**config.mk**
```make
export PLATFORM = sky130hd
export DESIGN_NAME = rom_region_loader_flat
export DESIGN_NICKNAME = d
export VERILOG_FILES = /design/src/rtl/rom_region_loader_pkg.sv /design/src/rtl/rom_region_loader_if.sv /design/src/rtl/rom_word_packer.sv /design/src/rtl/rom_region_loader.sv /design/src/flat_wrapper.sv
export SDC_FILE = /design/constraint.sdc
export NUM_CORES = 1
export LEC_CHECK = 0
export ABC_AREA = 1
export CORE_UTILIZATION = 57
export CTS_CLUSTER_DIAMETER = 120
export CTS_CLUSTER_SIZE = 14
export DETAILED_ROUTE_END_ITERATION = 16
export GPL_TIMING_DRIVEN = 0
export PLACE_DENSITY = 0.85
export SLEW_MARGIN = 30
export SYNTH_ARGS = -nofsm -noshare
export SYNTH_HDL_FRONTEND = slang
export SYNTH_SLANG_ARGS = --single-unit
```
**constraint.sdc**
```tcl
create_clock -name CLK -period 7.1 [get_ports CLK]
set_input_delay 1.42 -clock CLK [delete_from_list [all_inputs] [get_ports CLK]]
set_output_delay 1.42 -clock CLK [all_outputs]
set_load 0.005 [all_outputs]
```
**src/rtl/rom_region_loader_pkg.sv**
```systemverilog
// Shared types and helpers for the ROM region loader and its word packer.
package rom_loader_pkg;

   typedef enum logic [1:0] {IDLE, LOAD, FLUSH, DONE} state_t;

   // Inclusive base, exclusive limit; computed one bit wider so base+size cannot wrap.
   function automatic logic region_hit(input logic [31:0] addr,
                                       input logic [31:0] base,
                                       input logic [31:0] size);
      logic [32:0] lim;
      lim = {1'b0, base} + {1'b0, size};
      return (size != '0) && ({1'b0, addr} >= {1'b0, base}) && ({1'b0, addr} < lim);
   endfunction

   // ceil(log2(n)), never below 1 so single-entry selects still get a real bit.
   function automatic int clog2_min1(input int n);
      int r;
      r = 1;
      for (int i = 1; i < 32; i++)
         if ((1 << i) < n) r = i + 1;
      return r;
   endfunction

endpackage

```
**src/rtl/rom_region_loader_if.sv**
```systemverilog
// ioctl download stream in, region write port and status out.
interface rom_region_loader_if #(
   parameter int NUM_REGIONS = 8,
   parameter int ADDR_W      = 25,
   parameter int WORD_BYTES  = 1,
   parameter int OFFS_W      = 15
);
   logic                    ioctl_download;
   logic [7:0]              ioctl_index;
   logic                    ioctl_wr;
   logic [ADDR_W-1:0]       ioctl_addr;
   logic [7:0]              ioctl_dout;
   logic [NUM_REGIONS-1:0]  WR_EN;
   logic [OFFS_W-1:0]       WR_ADDR;
   logic [8*WORD_BYTES-1:0] WR_DATA;
   logic [WORD_BYTES-1:0]   WR_BE;
   logic                    BUSY;
   logic                    ROM_READY;
   logic                    ERR_OOR;
   logic [NUM_REGIONS-1:0]  ERR_SHORT;

   modport master (
      output ioctl_download, ioctl_index, ioctl_wr, ioctl_addr, ioctl_dout,
      input  WR_EN, WR_ADDR, WR_DATA, WR_BE, BUSY, ROM_READY, ERR_OOR, ERR_SHORT
   );
   modport slave (
      input  ioctl_download, ioctl_index, ioctl_wr, ioctl_addr, ioctl_dout,
      output WR_EN, WR_ADDR, WR_DATA, WR_BE, BUSY, ROM_READY, ERR_OOR, ERR_SHORT
   );
endinterface

```
**src/rtl/rom_word_packer.sv**
```systemverilog
// Packs decoded bytes little-endian into words and issues one registered write per word.
module rom_word_packer
   import rom_loader_pkg::*;
#(
   parameter int NUM_REGIONS = 8,
   parameter int WORD_BYTES  = 1,
   parameter int OFFS_W      = 15,
   localparam int RW = clog2_min1(NUM_REGIONS),
   localparam int LW = clog2_min1(WORD_BYTES)
) (
   input  logic                    clk,
   input  logic                    rst_n,
   input  logic                    clear,
   input  logic                    flush,
   input  logic                    byte_vld,
   input  logic [RW-1:0]           byte_region,
   input  logic [OFFS_W-1:0]       byte_word,
   input  logic [LW-1:0]           byte_lane,
   input  logic [7:0]              byte_data,
   output logic [NUM_REGIONS-1:0]  wr_en,
   output logic [OFFS_W-1:0]       wr_addr,
   output logic [8*WORD_BYTES-1:0] wr_data,
   output logic [WORD_BYTES-1:0]   wr_be
);
   typedef struct packed {
      logic [RW-1:0]           region;
      logic [OFFS_W-1:0]       word;
      logic [8*WORD_BYTES-1:0] data;
      logic [WORD_BYTES-1:0]   be;
   } word_t;

   word_t buf_q, buf_d, emit_w, merged;
   logic  buf_vld_q, buf_vld_d, buf_full_q, buf_full_d, emit;

   // One write per cycle: if a discontinuity flush and a completed fresh word collide,
   // the fresh word is parked as full and goes out on the following cycle.
   always_comb begin
      emit       = 1'b0;
      emit_w     = buf_q;
      buf_d      = buf_q;
      buf_vld_d  = buf_vld_q;
      buf_full_d = buf_full_q;
      if (buf_vld_q && (buf_full_q || flush ||
          (byte_vld && (buf_q.region != byte_region || buf_q.word != byte_word)))) begin
         emit       = 1'b1;
         buf_vld_d  = 1'b0;
         buf_full_d = 1'b0;
      end
      merged        = buf_vld_d ? buf_q : '0;
      merged.region = byte_region;
      merged.word   = byte_word;
      for (int l = 0; l < WORD_BYTES; l++) begin
         if (byte_lane == LW'(l)) begin
            merged.data[8*l +: 8] = byte_data;
            merged.be[l]          = 1'b1;
         end
      end
      if (byte_vld) begin
         if (byte_lane == LW'(WORD_BYTES - 1)) begin
            if (emit) begin
               buf_d      = merged;
               buf_vld_d  = 1'b1;
               buf_full_d = 1'b1;
            end else begin
               emit      = 1'b1;
               emit_w    = merged;
               buf_vld_d = 1'b0;
            end
         end else begin
            buf_d     = merged;
            buf_vld_d = 1'b1;
         end
      end
   end

   always_ff @(posedge clk or negedge rst_n) begin
      if (!rst_n) begin
         buf_q      <= '0;
         buf_vld_q  <= 1'b0;
         buf_full_q <= 1'b0;
         wr_en      <= '0;
         wr_addr    <= '0;
         wr_data    <= '0;
         wr_be      <= '0;
      end else begin
         wr_en <= '0;
         if (clear) begin
            buf_q      <= '0;
            buf_vld_q  <= 1'b0;
            buf_full_q <= 1'b0;
         end else begin
            buf_q      <= buf_d;
            buf_vld_q  <= buf_vld_d;
            buf_full_q <= buf_full_d;
            if (emit) begin
               wr_en   <= NUM_REGIONS'(1) << emit_w.region;
               wr_addr <= emit_w.word;
               wr_data <= emit_w.data;
               wr_be   <= emit_w.be;
            end
         end
      end
   end
endmodule

```
**src/rtl/rom_region_loader.sv**
```systemverilog
// Decodes the ioctl byte stream against a region table, counts bytes per region and
// reports download completeness; word packing and write output live in rom_word_packer.
module rom_region_loader
   import rom_loader_pkg::*;
#(
   parameter int NUM_REGIONS = 8,
   parameter int ADDR_W      = 25,
   parameter int WORD_BYTES  = 1,
   parameter int OFFS_W      = 15,
   parameter logic [7:0] INDEX = 8'd0,
   parameter logic [NUM_REGIONS*ADDR_W-1:0] REGION_BASE =
      {25'h28400, 25'h28200, 25'h28000, 25'h20000, 25'h18000, 25'h10000, 25'h08000, 25'h00000},
   parameter logic [NUM_REGIONS*ADDR_W-1:0] REGION_SIZE =
      {25'h200, 25'h200, 25'h200, 25'h8000, 25'h8000, 25'h8000, 25'h8000, 25'h8000}
) (
   input logic CLK,
   input logic RESET_N,
   rom_region_loader_if.slave bus
);
   localparam int RW    = clog2_min1(NUM_REGIONS);
   localparam int LW    = clog2_min1(WORD_BYTES);
   localparam int SHIFT = $clog2(WORD_BYTES);

   state_t                             state;
   logic                               dl_q, busy, rom_ready, err_oor;
   logic [NUM_REGIONS-1:0]             err_short, short_c;
   logic [NUM_REGIONS-1:0][ADDR_W-1:0] cnt;
   logic                               idx_ok, rise, start, acc, hit;
   logic [RW-1:0]                      hit_idx;
   logic [ADDR_W-1:0]                  rel;

   assign idx_ok = bus.ioctl_index == INDEX;
   assign rise   = bus.ioctl_download && !dl_q && idx_ok;
   assign start  = rise && (state == IDLE || state == DONE);
   assign acc    = (state == LOAD) && bus.ioctl_wr && idx_ok;

   // Scan high to low so the lowest matching region is the one left standing.
   always_comb begin
      hit     = 1'b0;
      hit_idx = '0;
      rel     = '0;
      for (int i = NUM_REGIONS - 1; i >= 0; i--) begin
         if (region_hit(32'(bus.ioctl_addr), 32'(REGION_BASE[i*ADDR_W +: ADDR_W]),
                        32'(REGION_SIZE[i*ADDR_W +: ADDR_W]))) begin
            hit     = 1'b1;
            hit_idx = RW'(i);
            rel     = bus.ioctl_addr - REGION_BASE[i*ADDR_W +: ADDR_W];
         end
      end
   end

   always_comb begin
      short_c = '0;
      for (int i = 0; i < NUM_REGIONS; i++)
         short_c[i] = (REGION_SIZE[i*ADDR_W +: ADDR_W] != '0) &&
                      (cnt[i] != REGION_SIZE[i*ADDR_W +: ADDR_W]);
   end

   always_ff @(posedge CLK or negedge RESET_N) begin
      if (!RESET_N) begin
         state     <= IDLE;
         dl_q      <= 1'b0;
         busy      <= 1'b0;
         rom_ready <= 1'b0;
         err_oor   <= 1'b0;
         err_short <= '0;
         cnt       <= '0;
      end else begin
         dl_q <= bus.ioctl_download;
         case (state)
            IDLE, DONE: if (start) begin
               state     <= LOAD;
               busy      <= 1'b1;
               rom_ready <= 1'b0;
               err_oor   <= 1'b0;
               err_short <= '0;
               cnt       <= '0;
            end
            LOAD: begin
               if (acc && !hit) err_oor <= 1'b1;
               for (int i = 0; i < NUM_REGIONS; i++)
                  if (acc && hit && hit_idx == RW'(i) && cnt[i] != '1)
                     cnt[i] <= cnt[i] + 1'b1;
               if (!bus.ioctl_download) state <= FLUSH;
            end
            FLUSH: begin
               err_short <= short_c;
               rom_ready <= !err_oor && (short_c == '0);
               busy      <= 1'b0;
               state     <= DONE;
            end
            default: state <= IDLE;
         endcase
      end
   end

   assign bus.BUSY      = busy;
   assign bus.ROM_READY = rom_ready;
   assign bus.ERR_OOR   = err_oor;
   assign bus.ERR_SHORT = err_short;

   rom_word_packer #(
      .NUM_REGIONS(NUM_REGIONS),
      .WORD_BYTES (WORD_BYTES),
      .OFFS_W     (OFFS_W)
   ) u_pack (
      .clk        (CLK),
      .rst_n      (RESET_N),
      .clear      (start),
      .flush      (state == FLUSH),
      .byte_vld   (acc && hit),
      .byte_region(hit_idx),
      .byte_word  (OFFS_W'(rel >> SHIFT)),
      .byte_lane  (LW'(rel & ADDR_W'(WORD_BYTES - 1))),
      .byte_data  (bus.ioctl_dout),
      .wr_en      (bus.WR_EN),
      .wr_addr    (bus.WR_ADDR),
      .wr_data    (bus.WR_DATA),
      .wr_be      (bus.WR_BE)
   );
endmodule

```
**src/flat_wrapper.sv**
```systemverilog
// flat-port wrapper written by rule: the top's interface ports become plain ports
module rom_region_loader_flat import rom_loader_pkg::*;
#(
   parameter int NUM_REGIONS = 8,
   parameter int ADDR_W      = 25,
   parameter int WORD_BYTES  = 1,
   parameter int OFFS_W      = 15,
   parameter logic [7:0] INDEX = 8'd0,
   parameter logic [NUM_REGIONS*ADDR_W-1:0] REGION_BASE =
      {25'h28400, 25'h28200, 25'h28000, 25'h20000, 25'h18000, 25'h10000, 25'h08000, 25'h00000},
   parameter logic [NUM_REGIONS*ADDR_W-1:0] REGION_SIZE =
      {25'h200, 25'h200, 25'h200, 25'h8000, 25'h8000, 25'h8000, 25'h8000, 25'h8000}
)
  (CLK, RESET_N, bus_ioctl_download, bus_ioctl_index, bus_ioctl_wr, bus_ioctl_addr, bus_ioctl_dout, bus_WR_EN, bus_WR_ADDR, bus_WR_DATA, bus_WR_BE, bus_BUSY, bus_ROM_READY, bus_ERR_OOR, bus_ERR_SHORT);
  rom_region_loader_if #(.NUM_REGIONS(NUM_REGIONS), .ADDR_W(ADDR_W), .WORD_BYTES(WORD_BYTES), .OFFS_W(OFFS_W)) bus_i ();
  input logic CLK;
  input logic RESET_N;
  input wire logic [$bits(bus_i.ioctl_download)-1:0] bus_ioctl_download;
  input wire logic [$bits(bus_i.ioctl_index)-1:0] bus_ioctl_index;
  input wire logic [$bits(bus_i.ioctl_wr)-1:0] bus_ioctl_wr;
  input wire logic [$bits(bus_i.ioctl_addr)-1:0] bus_ioctl_addr;
  input wire logic [$bits(bus_i.ioctl_dout)-1:0] bus_ioctl_dout;
  output wire logic [$bits(bus_i.WR_EN)-1:0] bus_WR_EN;
  output wire logic [$bits(bus_i.WR_ADDR)-1:0] bus_WR_ADDR;
  output wire logic [$bits(bus_i.WR_DATA)-1:0] bus_WR_DATA;
  output wire logic [$bits(bus_i.WR_BE)-1:0] bus_WR_BE;
  output wire logic [$bits(bus_i.BUSY)-1:0] bus_BUSY;
  output wire logic [$bits(bus_i.ROM_READY)-1:0] bus_ROM_READY;
  output wire logic [$bits(bus_i.ERR_OOR)-1:0] bus_ERR_OOR;
  output wire logic [$bits(bus_i.ERR_SHORT)-1:0] bus_ERR_SHORT;
  assign bus_i.ioctl_download = bus_ioctl_download;
  assign bus_i.ioctl_index = bus_ioctl_index;
  assign bus_i.ioctl_wr = bus_ioctl_wr;
  assign bus_i.ioctl_addr = bus_ioctl_addr;
  assign bus_i.ioctl_dout = bus_ioctl_dout;
  assign bus_WR_EN = bus_i.WR_EN;
  assign bus_WR_ADDR = bus_i.WR_ADDR;
  assign bus_WR_DATA = bus_i.WR_DATA;
  assign bus_WR_BE = bus_i.WR_BE;
  assign bus_BUSY = bus_i.BUSY;
  assign bus_ROM_READY = bus_i.ROM_READY;
  assign bus_ERR_OOR = bus_i.ERR_OOR;
  assign bus_ERR_SHORT = bus_i.ERR_SHORT;
  rom_region_loader #(.NUM_REGIONS(NUM_REGIONS), .ADDR_W(ADDR_W), .WORD_BYTES(WORD_BYTES), .OFFS_W(OFFS_W), .INDEX(INDEX), .REGION_BASE(REGION_BASE), .REGION_SIZE(REGION_SIZE)) u_core (.CLK(CLK), .RESET_N(RESET_N), .bus(bus_i));
endmodule
```
==> impl_metrics.csv, run 1 <==
group,metric,value,unit
worst_setup_path,critPathArrivalTime,4.83,ns
synth,syn_avg_cell_area,7.55,sq um
route,wire_per_inst,16.6,microns
timing,fin_crit_sh,0.633,
power_and_ir_drop,power_frac_clock,0.263,
global_route,grt_overflow,0,
timing,fmax,223,MHz
clock_network,cts_tree,"yes",
min_path,hold_class,"flip-flop to flip-flop",
worst_setup_path,worstReg2RegEnd,"u_core.cnt[158]",
floorplan,die_h,171,microns
global_route,grtUsageTotal,0.309,
worst_setup_path,ff2ff_path_depth,10,
timing,worst_pin_slew,0.966,ns
synth,synth_edf_count,0,
floorplan,row_count,61,
worst_setup_path,start_kind,"input pin",
clock_network,clock-sinks,275,
synth,synthTopCellsByArea,"dfrtp_1 42%, nand2_1 10%, inv_1 6.3%",
floorplan,coreArea,0.0279,sq mm
route,drt_first_pass_iters,7,
floorplan,start_util,0.583,
route,dr_wl_met2,21100,microns
worst_setup_path,path_max_fanout,10,
route,drc_errors,0,
clock_network,clk_pin_slew_worst_paths,0.07,ns
timing,setup_violations,0,
clock_network,cts_setup_buffers,0,
timing,relSlewSlack,0.356,
power_and_ir_drop,power_density,235,mW/mm^2
worst_setup_path,worstSetupEndpointType,"flip-flop",
synth,postSynthCellCount,2157,
final_layout,fillers,2407,
timing,rsz0062_at_grt,"false",
final_layout,area_delta_synth_final,12.5,%
global_route,grt_max_degree,65,
placement,gp_congestion,0.959,
worst_setup_path,endpoint,"u_core.cnt[158]",
power_and_ir_drop,share_comb_of_total_power,0.339,
power_and_ir_drop,intPower,2.58,mW
route,wl_met1,18500,microns
global_route,antenna_found_initial,0,
synth,synth.distinct_cells,63,
synth,synth_nets,2228,
timing,min_period,4.49,ns
clock_network,cts_max_level,1,
power_and_ir_drop,switchingPower,1.71,mW
power_and_ir_drop,seq_power_share,0.399,
timing,fin_setup_tns,0,ns
worst_setup_path,r2r-start,"u_core.state[0]",
global_route,grt_pass1_wl,73000,microns
worst_setup_path,critPathRequiredTime,7.44,ns
synth,synth_top_cell_by_area,"dfrtp_1",
power_and_ir_drop,peakVddDrop,0.225,mV
final_layout,antenna_cells,0,
final_layout,stdcell_count,2649,
synth,netlist_area,0.0163,sq mm
timing,skew,0.0118,ns
floorplan,die_w,171,microns
route,viasPerCell,5.80,
clock_network,numCtsBuffers,23,
worst_setup_path,setup.worst_path.class,"input pin to flip-flop",
clock_network,cts_buffer_depth,3,
power_and_ir_drop,power,4.30,mW
clock_network,cts_resized,0,
route,ant_nets,0,
route,via_count,15400,
route,wl_met3,3000,microns
clock_network,hold_buffers,0,
floorplan,io_pins,88,
timing,hold_slack,0.470,ns
status,status,"completed",
global_route,first_global_vias,15000,
route,route.top_layer_used,"met4",
synth,yosysWarnings,0,
power_and_ir_drop,p_leak,7.90,nW
clock_network,clk_latency,0.53,ns
synth,synth_top_area_frac,0.423,
placement,post-place-cells,2625,
clock_network,root_buffer,"clkbuf_16",
run,drv_cap,0,
synth,ys_seq_elements,275,
placement,hpwl,32500,microns
placement,port_buffers,86,
synth,ys.flop_type,"dfrtp_1",
power_and_ir_drop,p_sw_frac,0.399,
route,routed_wl,44000,microns
timing,slew_viol_final,0,
floorplan,die-area,0.0292,sq mm
final_layout,drive_gt1_frac,0.0599,
synth,ys_async_sr_fraction,1.00,
route,drt_iter0_drc,1454,
timing,report.final.hold_viol_count,0,
synth,yosysSeqAreaShare,0.423,
final_layout,nets,2343,
worst_setup_path,startpoint,"bus_ioctl_index[7]",
worst_setup_path,r2r_slack,3.55,ns
-- per-layer routing --
layer  vias to the layer above  global-route usage
met5                         -                   0
met2                       607               0.533
met4                         0               0.108
met1                      7221               0.400
met3                        95              0.0368
li1                       7437                   -
-- cell usage in the layout (no fill, tap or decap), types with 29 or more instances in the layout --
master / count
a21oi_1: 107
clkbuf_1: 29
clkdlybuf4s50_1: 85
dfrtp_1: 275
inv_1: 274
nand2_1: 452
nand3_1: 119
nand4_1: 72
nor2_1: 228
nor3_1: 105
nor4_1: 61
o21ai_0: 116
o21ai_1: 41
-- area by class of cell --
| type | count | area, sq um | area share |
|---|---|---|---|
| inverter | 292 | 1100 | 0.0603 |
| clock buffer | 23 | 576 | 0.0314 |
| buffer | 47 | 272 | 0.0148 |
| sequential | 275 | 6880 | 0.376 |
| multi-input combinational | 1543 | 8020 | 0.438 |
| timing repair buffer | 90 | 976 | 0.0533 |
| clock inverter | 1 | 7.51 | 0.000410 |
| tap | 378 | 473 | 0.0258 |
-- how the worst min path moves through the flow --
stage | slack (ns) | to | cells past startpoint | startpoint
final | 0.47 | u_core.cnt[102] | 1 | u_core.cnt[102]
after global routing | 0.51 | u_core.u_pack.wr_data[1] | 2 | u_core.u_pack.wr_data[1]
after CTS | 0.47 | u_core.cnt[102] | 1 | u_core.cnt[102]
after detailed placement | 0.46 | u_core.cnt[102] | 1 | u_core.cnt[102]
after global placement | 0.45 | u_core.cnt[102] | 1 | u_core.cnt[102]
after floorplan | 0.43 | u_core.cnt[102] | 1 | u_core.cnt[102]
-- synthesized netlist by cell type, drive strengths merged (2+ instances only) --
library cell / number
nand3: 131
nor3b: 11
buf: 18
a221oi: 3
clkbuf: 29
a2bb2oi: 2
a311oi: 2
a22o: 4
or4: 3
dfrtp: 275
a22oi: 2
nor4: 61
and3: 4
a31oi: 17
clkinv: 4
o211a: 3
o21a: 17
nand3b: 3
o21ai: 162
xor2: 23
nand2: 481
inv: 288
o31ai: 26
a21oi: 109
nor2: 243
nand4: 76
ha: 26
nor3: 113
xnor2: 5
a211oi: 9
-- metrics by stage --
step,setup slack [ns],utilization,instance area (sq um)
floorplan,3.55,-,16300
global placement,-7.10,0.630,17600
detailed placement,2.08,0.635,17700
CTS,2.63,0.655,18300
global route,2.50,0.655,18300
finish,2.61,0.655,18300
-- worst max-delay path, stage by stage --
cell	delay (ns)
clkdlybuf4s50_1	0.40
nor2_1	0.10
nand2_1	0.05
nor2_1	0.28
a31oi_1	0.21
nor2_2	0.21
nand2_1	0.42
inv_1	0.19
clkbuf_1	0.60
clkbuf_1	0.79
a221oi_1	0.15
-- power by group through the flow --
stage | clock, mW | combinational [mW] | sequential, mW
4_1_cts | 1.14 | 1.44 | 1.71
2_1_floorplan | 0 | 0.841 | 1.72
3_3_place_gp | 0 | 1.38 | 1.74
5_1_grt | 1.20 | 1.57 | 1.72
3_5_place_dp | 0 | 1.43 | 1.74
6_report | 1.13 | 1.45 | 1.71
-- sequential cells by signal, indices dropped and copies added, names as in the netlist --
signal / count
u_core.u_pack.wr_addr: 15
u_core.u_pack.buf_q: 27
u_core.bus.ERR_SHORT: 8
u_core.dl_q: 1
u_core.bus.BUSY: 1
u_core.u_pack.buf_full_q: 1
u_core.state: 2
u_core.u_pack.wr_en: 8
u_core.bus.ERR_OOR: 1
u_core.bus.ROM_READY: 1
u_core.u_pack.wr_data: 8
u_core.u_pack.buf_vld_q: 1
u_core.cnt: 200
u_core.u_pack.wr_be: 1
-- cells by family after synthesis --
| group | after synthesis | share of synthesized area |
|---|---|---|
| AND/OR/NAND/NOR | 1128 | 0.329 |
| AO/OA/AOI/OAI | 361 | 0.128 |
| buffers and inverters | 339 | 0.0845 |
| flip-flops | 275 | 0.423 |
| XOR/XNOR | 28 | 0.0151 |
| adder cells (fa/ha/maj) | 26 | 0.0200 |
Power figures use the tool's default switching activity.
==> run 2: changes to the inputs <==
--- a/config.mk
+++ b/config.mk
@@ -6,12 +6,12 @@
 export NUM_CORES = 1
 export LEC_CHECK = 0
 export ABC_AREA = 1
-export CORE_UTILIZATION = 57
+export CORE_UTILIZATION = 55
 export CTS_CLUSTER_DIAMETER = 120
 export CTS_CLUSTER_SIZE = 14
 export DETAILED_ROUTE_END_ITERATION = 16
 export GPL_TIMING_DRIVEN = 0
-export PLACE_DENSITY = 0.85
+export PLACE_DENSITY = 0.86
 export SLEW_MARGIN = 30
 export SYNTH_ARGS = -nofsm -noshare
 export SYNTH_HDL_FRONTEND = slang
==> constraint.sdc (replaced) <==
create_clock -name CLK -period 3.7 [get_ports CLK]
set_input_delay 0.74 -clock CLK [delete_from_list [all_inputs] [get_ports CLK]]
set_output_delay 0.74 -clock CLK [all_outputs]
set_load 0.005 [all_outputs]
==> impl_metrics.csv, run 2 (synthesis gave the netlist of run 1 again) <==
group,metric,value,unit
status,status,"completed",
worst_setup_path,cpLargestDelayFamily,"buffers and inverters",
global_route,first_global_vias,14800,
worst_setup_path,crit_buf_inv,4,
global_route,grt_pass1_wl,71700,microns
final_layout,drive_gt1_frac,0.0634,
timing,setup_violations,0,
worst_setup_path,path_max_fanout,10,
placement,hpwl,32300,microns
final_layout,largest_register_ffs,200,
timing,report.final.hold_viol_count,0,
final_layout,layout_common_cells,"452 x nand2_1, 275 x dfrtp_1, 272 x inv_1, 225 x nor2_1, 118 x nand3_1",
final_layout,area_delta_synth_final,12.5,%
timing,slew_viol_final,0,
placement,pre_cts_ws,-0.543,ns
route,drt_first_pass_iters,5,
worst_setup_path,path_cells,"clkdlybuf4s50_1 > nor2_1 > nand2_1 > nor2_1 > a31oi_1 > nor2_2 > nand2_1 > inv_1 > clkbuf_1 > clkbuf_2 > a221oi_1",
route,drt_iter0_drc,1630,
floorplan,row_count,62,
worst_setup_path,worstSetupEndpointType,"flip-flop",
route,wire_per_inst,16.4,microns
worst_setup_path,crit_slowest_cell,"clkbuf_1",
clock_network,clk_pin_slew_worst_paths,0.06,ns
placement,post-place-cells,2630,
timing,worst_pin_slew,0.871,ns
power_and_ir_drop,power,8.22,mW
timing,min_period,3.51,ns
global_route,grt_overflow,0,
final_layout,top_register,"u_core.cnt",
floorplan,coreArea,0.0289,sq mm
final_layout,nets,2342,
worst_setup_path,start_kind,"input pin",
final_layout,fin_util,0.633,
route,ant_nets,0,
timing,finalWorstSetupSlack,0.194,ns
clock_network,cts_max_level,1,
min_path,hold_class,"input pin to async pin",
run,drv_cap,0,
global_route,antenna_found_initial,0,
final_layout,reg_top3,"u_core.cnt (200), u_core.u_pack.buf_q (27), u_core.u_pack.wr_addr (15)",
clock_network,root_buffer,"clkbuf_16",
timing,fin_setup_tns,0,ns
placement,gp_congestion,0.970,
route,viasPerCell,5.85,
clock_network,clock-sinks,275,
worst_setup_path,setup.worst_path.class,"input pin to flip-flop",
timing,rsz0062_at_grt,"false",
timing,skew,0.0131,ns
floorplan,io_pins,88,
floorplan,die_w,174,microns
route,routed_wl,43500,microns
power_and_ir_drop,power_density,449,mW/mm^2
final_layout,mostFrequentLayoutCell,"nand2_1",
clock_network,cts_tree,"yes",
timing,fin_crit_sh,0.948,
worst_setup_path,critPathArrivalTime,3.88,ns
power_and_ir_drop,p_leak,7.91,nW
power_and_ir_drop,peakVddDrop,0.398,mV
placement,port_buffers,86,
global_route,grtUsageTotal,0.287,
global_route,grt_max_degree,86,
worst_setup_path,critPathRequiredTime,4.07,ns
clock_network,numCtsBuffers,23,
final_layout,stdcell_count,2654,
worst_setup_path,max_stage_delay,0.57,ns
timing,fmax,285,MHz
route,via_count,15500,
floorplan,die_h,174,microns
clock_network,clk_latency,0.53,ns
route,drc_errors,0,
worst_setup_path,r2r_slack,0.33,ns
floorplan,start_util,0.562,
floorplan,die-area,0.0303,sq mm
timing,relSlewSlack,0.420,
clock_network,cts_setup_buffers,0,
clock_network,cts_buffer_depth,3,
final_layout,antenna_cells,0,
run 2: changes by cell type in the layout (fill, tap and decap cells not counted), sizes merged:
cell	before	now
dlymetal6s2s	0	1
clkbuf	52	53
clkdlybuf4s50	85	84
buf	23	21
run 2: final cells by class:
type	count	area (sq um)
Fill cell	2444	10600
Multi-Input combinational cell	1543	8040
Sequential cell	275	6880
Inverter	292	1100
Timing Repair Buffer	89	951
Clock buffer	23	576
Tap cell	384	480
Buffer	47	278
Clock inverter	1	7.51
run 2: where the power goes:
group          switching, mW  leakage (nW)  internal, mW
Sequential             0.128          3.65          3.16
Clock                   1.06         0.284          1.10
Combinational           2.08          3.97         0.703
Total                   3.26          7.91          4.96
run 2: layer usage:
layer  up-vias  global-route usage  share of wire
li1       7445                   -              -
met5         -                   0              0
met3       118              0.0357          0.065
met4         0               0.113          0.037
met1      7343               0.376           0.42
met2       628               0.486           0.48
run 2: final timing paths:
| check | from | to | depth (start not counted) |
|---|---|---|---|
| max | bus_ioctl_index[7] | u_core.cnt[158] | 11 |
| min | RESET_N | u_core.u_pack.wr_addr[6] | 1 |
| max reg2reg | u_core.state[0] | u_core.cnt[168] | 10 |
| min reg2reg | u_core.cnt[102] | u_core.cnt[102] | 1 |
| max in group asynchronous | RESET_N | u_core.cnt[88] | 3 |
| min in group CLK | u_core.cnt[102] | u_core.cnt[102] | 1 |
run 2: repair_timing:
item / in CTS / in global routing
hold buffers: 0 / 0
gates resized for setup: 1 / 14
gates cloned: 0 / 0
endpoints found under the setup margin: 1 / 70
run 2: metrics by stage:
stage | hold WS, ns | area, sq um
2_1_floorplan | 0.433 | 16300
3_3_place_gp | 0.455 | 17600
3_5_place_dp | 0.457 | 17700
4_1_cts | 0.159 | 18300
5_1_grt | 0.181 | 18300
6_report | 0.155 | 18300
run 2: worst register-to-register path, delay by kind of cell (launching register included):
| family | cells | cell delay (ns) |
|---|---|---|
| compound gates | 2 | 0.51 |
| fa+ha+maj | 1 | 0.32 |
| buf+inv | 4 | 1.33 |
| flops | 1 | 0.40 |
| simple gates | 3 | 0.74 |
